### config.mk
export PLATFORM = sky130hd
export DESIGN_NAME = apu_sequencer_gen3_flat
export DESIGN_NICKNAME = d
export VERILOG_FILES = /design/src/rtl/apu_sequencer_gen3_if.sv /design/src/rtl/apu_sequencer_gen3.sv /design/src/flat_wrapper.sv
export SDC_FILE = /design/constraint.sdc
export NUM_CORES = 1
export LEC_CHECK = 0
export CAP_MARGIN = 20
export CORE_MARGIN = 2
export CORE_UTILIZATION = 33
export DETAILED_ROUTE_END_ITERATION = 6
export SLEW_MARGIN = 0
export SYNTH_ARGS = -nofsm -noshare
export SYNTH_HDL_FRONTEND = slang
export SYNTH_SLANG_ARGS = --single-unit
### constraint.sdc
create_clock -name clk -period 2.5 [get_ports clk]
set_input_delay 0.375 -clock clk [delete_from_list [all_inputs] [get_ports clk]]
set_output_delay 0.375 -clock clk [all_outputs]
set_load 0.1 [all_outputs]
### src/rtl/apu_sequencer_gen3_if.sv
// CPU-side bus of the APU control core.
// Signals:
//   cpu_clk  - one-clk enable per CPU cycle; bus accesses count only when high
//   a_in     - CPU address
//   from_cpu - CPU write data
//   r_nw     - 1 = read, 0 = write
//   to_cpu   - status read data returned to the CPU
// Modports: master = CPU side, slave = APU core side.
interface apu_sequencer_gen3_if;
  logic        cpu_clk;
  logic [15:0] a_in;
  logic [7:0]  from_cpu;
  logic        r_nw;
  logic [7:0]  to_cpu;

  modport master (output cpu_clk, a_in, from_cpu, r_nw, input  to_cpu);
  modport slave  (input  cpu_clk, a_in, from_cpu, r_nw, output to_cpu);
endinterface

### src/rtl/apu_sequencer_gen3.sv
// APU control core: $4015 channel enable/status, $4017 frame sequencer and
// frame IRQ with 4-step/5-step modes, IRQ inhibit, DMC IRQ merge and the
// delayed frame-counter reset that follows a $4017 write.
// Ports:
//   clk, rst   - system clock, synchronous active-high reset
//   bus        - CPU bus (cpu_clk enable, address, data, r_nw, to_cpu)
//   ch_active  - per-channel "length counter non-zero"
//   dmc_irq    - DMC IRQ flag, merged into irq and status bit 7
//   ch_en      - channel enables written through $4015
//   apu_clk    - enable on every second cpu_clk
//   e_pulse    - quarter-frame enable, one clk wide
//   l_pulse    - half-frame enable, one clk wide
//   irq        - frame_irq | dmc_irq
module apu_sequencer_gen3 #(
  parameter int NUM_CH  = 5,
  parameter int CNT_W   = 16,
  parameter int STEP1   = 7457,
  parameter int STEP2   = 14913,
  parameter int STEP3   = 22371,
  parameter int STEP4_4 = 29829,
  parameter int STEP4_5 = 37281
) (
  input  logic                 clk,
  input  logic                 rst,
  apu_sequencer_gen3_if.slave  bus,
  input  logic [NUM_CH-1:0]    ch_active,
  input  logic                 dmc_irq,
  output logic [NUM_CH-1:0]    ch_en,
  output logic                 apu_clk,
  output logic                 e_pulse,
  output logic                 l_pulse,
  output logic                 irq
);

  localparam logic [CNT_W-1:0] S1   = CNT_W'(STEP1);
  localparam logic [CNT_W-1:0] S2   = CNT_W'(STEP2);
  localparam logic [CNT_W-1:0] S3   = CNT_W'(STEP3);
  localparam logic [CNT_W-1:0] S44  = CNT_W'(STEP4_4);
  localparam logic [CNT_W-1:0] S45  = CNT_W'(STEP4_5);
  localparam logic [CNT_W-1:0] W4   = CNT_W'(STEP4_4 + 1);
  localparam logic [CNT_W-1:0] W5   = CNT_W'(STEP4_5 + 1);
  localparam logic [CNT_W-1:0] I_LO = CNT_W'(STEP4_4 - 1);

  typedef enum logic {IDLE, PEND} dly_st_t;

  dly_st_t          st, st_nxt;
  logic [2:0]       dly, dly_nxt;
  logic             fire;
  logic             phase, mode, inhibit, frame_irq;
  logic [CNT_W-1:0] count;
  logic             cpu_clk, rd_sel, rd_4015, wr_4015, wr_4017;
  logic             hit_e, hit_l, wrap, irq_set;
  logic [4:0]       act5;

  assign cpu_clk = bus.cpu_clk;
  assign rd_sel  = bus.r_nw && (bus.a_in == 16'h4015);
  assign rd_4015 = cpu_clk && rd_sel;
  assign wr_4015 = cpu_clk && !bus.r_nw && (bus.a_in == 16'h4015);
  assign wr_4017 = cpu_clk && !bus.r_nw && (bus.a_in == 16'h4017);

  // Delayed counter reset: the write loads the number of remaining cpu_clks
  // (3 when phase=1, 4 otherwise); fire marks the clk on which it lands.
  always_ff @(posedge clk) begin
    if (rst) begin
      st  <= IDLE;
      dly <= 3'd0;
    end else begin
      st  <= st_nxt;
      dly <= dly_nxt;
    end
  end

  always_comb begin
    st_nxt  = st;
    dly_nxt = dly;
    fire    = 1'b0;
    if (cpu_clk) begin
      if (wr_4017) begin
        // A new write restarts the delay even if one is already pending.
        st_nxt  = PEND;
        dly_nxt = phase ? 3'd3 : 3'd4;
      end else if (st == PEND) begin
        if (dly == 3'd1) begin
          fire    = 1'b1;
          st_nxt  = IDLE;
          dly_nxt = 3'd0;
        end else begin
          dly_nxt = dly - 3'd1;
        end
      end
    end
  end

  // Step comparisons use the already-latched mode, so a mode change takes
  // effect on comparisons right away while the count reset waits.
  always_comb begin
    hit_e   = (count == S1) || (count == S2) || (count == S3);
    hit_l   = (count == S2);
    wrap    = 1'b0;
    irq_set = 1'b0;
    if (mode) begin
      hit_e = hit_e || (count == S45);
      hit_l = hit_l || (count == S45);
      wrap  = (count >= W5);
    end else begin
      hit_e   = hit_e || (count == S44);
      hit_l   = hit_l || (count == S44);
      wrap    = (count >= W4);
      irq_set = !inhibit && (count >= I_LO) && (count <= W4);
    end
    if (fire && mode) begin
      hit_e = 1'b1;
      hit_l = 1'b1;
    end
  end

  assign e_pulse = !rst && cpu_clk && hit_e;
  assign l_pulse = !rst && cpu_clk && hit_l;
  assign apu_clk = cpu_clk && phase;
  assign irq     = frame_irq || dmc_irq;

  always_ff @(posedge clk) begin
    if (rst) begin
      phase     <= 1'b0;
      mode      <= 1'b0;
      inhibit   <= 1'b0;
      frame_irq <= 1'b0;
      count     <= '0;
      ch_en     <= '0;
    end else if (cpu_clk) begin
      phase <= !phase;
      if (fire || wrap) count <= '0;
      else              count <= count + CNT_W'(1);
      if (wr_4015) ch_en <= bus.from_cpu[NUM_CH-1:0];
      if (wr_4017) begin
        mode    <= bus.from_cpu[7];
        inhibit <= bus.from_cpu[6];
      end
      // Inhibit clears outright; otherwise a set beats a status-read clear.
      if (wr_4017 && bus.from_cpu[6]) frame_irq <= 1'b0;
      else if (irq_set)                frame_irq <= 1'b1;
      else if (rd_4015)                frame_irq <= 1'b0;
    end
  end

  // Status read is combinational while the $4015 read is presented.
  always_comb begin
    act5               = 5'd0;
    act5[NUM_CH-1:0]   = ch_active;
    bus.to_cpu         = 8'h00;
    if (rd_sel) bus.to_cpu = {dmc_irq, frame_irq, 1'b0, act5};
  end

endmodule

### src/flat_wrapper.sv
// flat-port wrapper written by rule: the top's interface ports become plain ports
module apu_sequencer_gen3_flat 
#(
  parameter int NUM_CH  = 5,
  parameter int CNT_W   = 16,
  parameter int STEP1   = 7457,
  parameter int STEP2   = 14913,
  parameter int STEP3   = 22371,
  parameter int STEP4_4 = 29829,
  parameter int STEP4_5 = 37281
)
  (clk, rst, ch_active, dmc_irq, ch_en, apu_clk, e_pulse, l_pulse, irq, bus_cpu_clk, bus_a_in, bus_from_cpu, bus_r_nw, bus_to_cpu);
  apu_sequencer_gen3_if bus_i ();
  input  logic clk;
  input  logic rst;
  input  logic [NUM_CH-1:0] ch_active;
  input  logic dmc_irq;
  output logic [NUM_CH-1:0] ch_en;
  output logic apu_clk;
  output logic e_pulse;
  output logic l_pulse;
  output logic irq;
  input wire logic [$bits(bus_i.cpu_clk)-1:0] bus_cpu_clk;
  input wire logic [$bits(bus_i.a_in)-1:0] bus_a_in;
  input wire logic [$bits(bus_i.from_cpu)-1:0] bus_from_cpu;
  input wire logic [$bits(bus_i.r_nw)-1:0] bus_r_nw;
  output wire logic [$bits(bus_i.to_cpu)-1:0] bus_to_cpu;
  assign bus_i.cpu_clk = bus_cpu_clk;
  assign bus_i.a_in = bus_a_in;
  assign bus_i.from_cpu = bus_from_cpu;
  assign bus_i.r_nw = bus_r_nw;
  assign bus_to_cpu = bus_i.to_cpu;
  apu_sequencer_gen3 #(.NUM_CH(NUM_CH), .CNT_W(CNT_W), .STEP1(STEP1), .STEP2(STEP2), .STEP3(STEP3), .STEP4_4(STEP4_4), .STEP4_5(STEP4_5)) u_core (.clk(clk), .rst(rst), .bus(bus_i), .ch_active(ch_active), .dmc_irq(dmc_irq), .ch_en(ch_en), .apu_clk(apu_clk), .e_pulse(e_pulse), .l_pulse(l_pulse), .irq(irq));
endmodule
**Word-level counts from Yosys, hierarchy flattened**

Index checks and enable logic that the tools add are counted.

- $add $sub $neg: 2
- $lt $le $gt $ge: 4
- Eq/ne operators: 8
- Multiplexer cells: 22
- Reductions and logical operators: 31

Operator list:

| operator | number |
|---|---|
| == test 16 x 15 -> 1 bit (second input constant) | 4 |
| greater-or-equal comparator 16 x 15 -> 1 bit (second input constant) | 2 |
| adder 16 x 1 -> 16 bit (second input constant) | 1 |
| == test 16 x 13 -> 1 bit (second input constant) | 1 |
| == test 16 x 14 -> 1 bit (second input constant) | 1 |
| == test 16 bit (second input constant) | 1 |
| greater-or-equal comparator 16 bit (second input constant) | 1 |
| <= comparator 16 x 15 -> 1 bit (second input constant) | 1 |
| two-way mux 1 bit | 16 |
| two-way mux 16 bit | 1 |
| logical AND 1 bit | 13 |
| two-way mux 3 bit | 4 |
| logical OR 1 bit | 8 |
| two-way mux 8 bit | 1 |
| AND reduction 2 bit | 4 |
| zero test 1 bit | 4 |
| == test 3 x 1 -> 1 bit (second input constant) | 1 |
| nonzero test 3 bit | 1 |
| subtractor 3 x 1 -> 3 bit (second input constant) | 1 |
| nonzero test 2 bit | 1 |

- Register bits after elaboration: 29
- Input port bits: 34
- Output and inout bits: 17
- Logic and storage cells: 75

**Longest topological paths before layout**

- Depth in word-level cells: 8
- Mapped depth: 7
- Gate-level depth less buffers: 7

**Worst setup path after synthesis**

OpenSTA, ideal clock, no wires.

- Path type: input to output
- Start: in bus_a_in[6]
- End: out bus_to_cpu[6]
- Arrival: 2720 ps
- Required time: 2125 ps
- Path slack: -595 ps
- Stages on the path: 4
- Buffers on the path: 0
- Cell sequence: or4b_4 > nor4_4 > nand3b_1 > nor2_1

- Longest elaborated chain between the ends: 3

Ends and longest elaborated chain:

| item | line | text |
|---|---|---|
| from (decl) | flat_wrapper.sv:24 | `input wire logic [$bits(bus_i.a_in)-1:0] bus_a_in;` |
| == test 16 x 15 -> 1 bit | apu_sequencer_gen3.sv:56 | `assign rd_sel = bus.r_nw && (bus.a_in == 16'h4015);` |
| logical AND 1 bit | apu_sequencer_gen3.sv:56 |  |
| two-way mux 8 bit | apu_sequencer_gen3.sv:151 | `if (rd_sel) bus.to_cpu = {dmc_irq, frame_irq, 1'b0, act5};` |
| to (decl) | flat_wrapper.sv:27 | `output wire logic [$bits(bus_i.to_cpu)-1:0] bus_to_cpu;` |

No other way between the ends.

**Worst setup path in the final report**

- Start: in bus_a_in[15]
- End: out e_pulse

- Longest elaborated chain between the ends: 7

Ends and longest elaborated chain:

| item | line | text |
|---|---|---|
| == test 16 x 15 -> 1 bit | apu_sequencer_gen3.sv:59 | `assign wr_4017 = cpu_clk && !bus.r_nw && (bus.a_in == 16'h4017);` |
| logical AND 1 bit | apu_sequencer_gen3.sv:59 |  |
| two-way mux 1 bit | apu_sequencer_gen3.sv:78 | `if (wr_4017) begin` |
| two-way mux 1 bit | apu_sequencer_gen3.sv:77 | `if (cpu_clk) begin` |
| logical AND 1 bit | apu_sequencer_gen3.sv:111 | `if (fire && mode) begin` |
| two-way mux 1 bit | apu_sequencer_gen3.sv:111 |  |
| logical AND 1 bit | apu_sequencer_gen3.sv:117 | `assign e_pulse = !rst && cpu_clk && hit_e;` |
| to (decl) | flat_wrapper.sv:20 | `output logic e_pulse;` |

No other way between the ends.

==> flow_metrics.tcl <==
set metrics [dict create \
    cts_tree "built" \
    grt_max_degree 15 \
    dp.final_hpwl_um 3810 \
    timing.hold.worst.class "reg2reg" \
    setup.worst_path.start_class "primary input" \
    rr_startpoint "u_core.count[9]" \
    synth.top_cells.by_area "sky130_fd_sc_hd__dfxtp_1, sky130_fd_sc_hd__nor3_2, sky130_fd_sc_hd__xnor2_1, sky130_fd_sc_hd__mux2i_1, sky130_fd_sc_hd__nand2_1" \
    drc_errors_left 0 \
    top_layer "met4" \
    crit_path_end_kind "primary output" \
    max_slew.worst_pin.slew_ns 0.495 \
    met2WireLength_um 2170 \
    cts.sinks 29 \
    antenna_violations_before_repair 0 \
    cts.root.buffer_cell "sky130_fd_sc_hd__clkbuf_8" \
    post_synth_inst_count 227 \
    worst_path_max_delay_cell "sky130_fd_sc_hd__or4_4" \
    hold_slack_final_ns 0.463 \
    numCtsBuffers 5 \
    die_height_um 80.3 \
    worst_ep_arrival_time_ns 2.11 \
    synth_sequential_area_ratio_pct 30.2 \
    synth_largest_type_area_fraction_pct 30.2 \
    floorplan.die_area_mm2 0.00644 \
    chipWidth_um 80.3 \
    htreeDepth 2 \
    vias 1873 \
    peakVddDrop_mv 0.288 \
    instances_no_fill 364 \
    synth_enable_flop_cells 0 \
    cts_max_path_buffers 2 \
    effective_utilization_at_floorplan_pct 34.4 \
    finalInstanceArea_mm2 0.00281 \
    hp-start "u_core.inhibit" \
    worstPathMaxFanout 2 \
    clk_latency_ns 0.28 \
    met3WireLength_um 309 \
    postSynth.asyncResetShare_pct 0 \
    synth_area_mm2 0.00192 \
    drive_gt1_share_pct 29.1 \
    power_density_mw_per_mm2 369 \
    synth.top_cells.by_count "sky130_fd_sc_hd__dfxtp_1, sky130_fd_sc_hd__nand2_1, sky130_fd_sc_hd__nor2_1" \
    dpl.cell_count 354 \
    synth.avg_cell_area_um2 8.46 \
    rsz_0062_raised_after_global_routing "true" \
    fillers 529 \
    maxClockFrequency_mhz 402 \
    worst_clock_skew_ns 0.00459 \
    post-synth-top-count-cell "sky130_fd_sc_hd__dfxtp_1" \
    setup_viol 0 \
    count_of_nets_after_finishing 330 \
    timing_worst_setup_path_type "in2out" \
    first_global_vias 1758 \
    ys_flop_type "sky130_fd_sc_hd__dfxtp_1" \
    global_route.overflow_total 0 \
    design.portCount 51 \
    period_minus_slack_ns 2.49 \
    ant_nets 0 \
    grt_first_pass_wirelength_um 8460 \
    globalplace.congestion 0.843 \
    synth_register_bits 29 \
    report.power.total_mw 1.04 \
    finalHoldViolations 0 \
    drtIter0Drc 57 \
    synth-warning-count 0 \
    detailed_place.area_mm2 0.00270 \
    met1Wirelength_um 2380 \
    utilization_pct 50.4 \
    max_cap_viols 0 \
    place.port_buffers 48 \
    post_cts_clock_slew_at_the_launch_and_capture_registers_of_the_worst_setup_and_hold_paths_ns 0.07 \
    timing.critical_path.from "bus_a_in[15]" \
    netlist-cell-type-count 54 \
    routed_wire_length_per_instance_um 13.5 \
    p_leak_nw 1.06 \
    cp_cell_sequence "buf_6 -> or4_4 -> nor4_4 -> a31oi_2 -> o2111ai_1 -> buf_4 -> nand3_4 -> buf_12" \
    layout-area-overhead-vs-synth_pct 46.5 \
    slew_violations 0 \
    post-route-period-util_pct 99.5 \
    syn_nets 266 \
    placementRows 27 \
    drt_pre_antenna_iters 5 \
    run_status "finished clean" \
    stage_delay_of_the_slowest_cell_on_the_critical_path_ns 0.53 \
    total_core_area_mm2 0.00557 \
    avgViaCountPerCell 5.15 \
    worst-endpoint-required_ns 2.12 \
    gr-usage-all-layers_pct 16.4 \
    synth_top_area_cell "sky130_fd_sc_hd__dfxtp_1" \
    finalWirelength_um 4920 \
    maxSlewHeadroom_pct 66.6 \
    total_inserted_antenna_cells 0 \
]
## cell type report
cell class / instances / area [µm²] / share of cell area (%)
repair buffers: 70 / 727 / 25.9
clock buffers: 7 / 96.3 / 3.43
inverters: 13 / 48.8 / 1.74
clock inverters: 1 / 5.00 / 0.178
multi-input cells: 172 / 1260 / 44.9
well taps: 72 / 90.1 / 3.20
flip-flops and latches: 29 / 581 / 20.6
## per-layer routing
metal	vias up	global-route usage (%)
met5	-	0
met4	0	4.58
met3	5	2.81
li1	942	-
met1	868	23.6
met2	58	25.2
## per-stage QoR
| stage | worst slack, ns | setup TNS, ns |
|---|---|---|
| floorplan | -0.150 | -0.300 |
| global placement | -0.331 | -2.61 |
| detailed placement | -0.351 | -3.71 |
| CTS | -0.00958 | -0.0115 |
| global route | -0.0821 | -0.209 |
| finish | 0.0128 | 0 |
## layout by cell type (no fill, tap or decap), types with 6 or more instances in the layout
cell type / instances
sky130_fd_sc_hd__clkbuf_8: 7
sky130_fd_sc_hd__nand2_1: 17
sky130_fd_sc_hd__nand4_1: 8
sky130_fd_sc_hd__nor3_1: 10
sky130_fd_sc_hd__clkdlybuf4s50_1: 20
sky130_fd_sc_hd__nor2_1: 17
sky130_fd_sc_hd__buf_4: 26
sky130_fd_sc_hd__and2_4: 6
sky130_fd_sc_hd__dfxtp_1: 29
sky130_fd_sc_hd__mux2i_1: 7
sky130_fd_sc_hd__nand3_1: 8
sky130_fd_sc_hd__buf_12: 12
sky130_fd_sc_hd__xnor2_1: 11
sky130_fd_sc_hd__a21oi_1: 6
sky130_fd_sc_hd__nor3_2: 10
sky130_fd_sc_hd__inv_1: 13
## final timing paths
| check | cells past startpoint | slack, ns | end |
|---|---|---|---|
| hold / removal | 2 | 0.46 | u_core.inhibit |
| setup / recovery | 8 | 0.01 | e_pulse |
| hold reg to reg | 2 | 0.46 | u_core.inhibit |
| setup reg to reg | 5 | 0.47 | u_core.frame_irq |
## worst max-delay path: cells and delay by family
kind            cells  cell delay, ns
compound gates      2            0.38
simple gates        3            0.93
buf+inv             3            0.42
## registers in the layout, summed over array words and instances, names as in the netlist
register and flops:
u_core.count 16, u_core.ch_en 5, u_core.dly 3, u_core.frame_irq 1, u_core.inhibit 1, u_core.mode 1, u_core.phase 1, u_core.st 1
## what timing repair did
item | CTS | global route
hold buffers | 0 | 0
pin swaps | 6 | 5
endpoints found under the setup margin | 9 | 8
resized for setup | 34 | 8
buffers inserted | 2 | 0
## cell families after synthesis
kind of cell | Yosys count | synth area share, %
AND/OR/NAND/NOR | 116 | 38.2
flip-flops | 29 | 30.2
AO/OA/AOI/OAI | 27 | 10.9
buffers and inverters | 26 | 6.13
XOR/XNOR | 15 | 6.84
multiplexers | 8 | 4.24
adder cells (fa/ha/maj) | 5 | 3.26
other | 1 | 0.195
## where the power goes
part / switching, mW / internal [mW] / total (mW)
sequential: 0.00703 / 0.467 / 0.474
combinational: 0.0618 / 0.0692 / 0.131
clock: 0.185 / 0.248 / 0.434
total: 0.254 / 0.784 / 1.04
(Power assumes the default switching activity.)
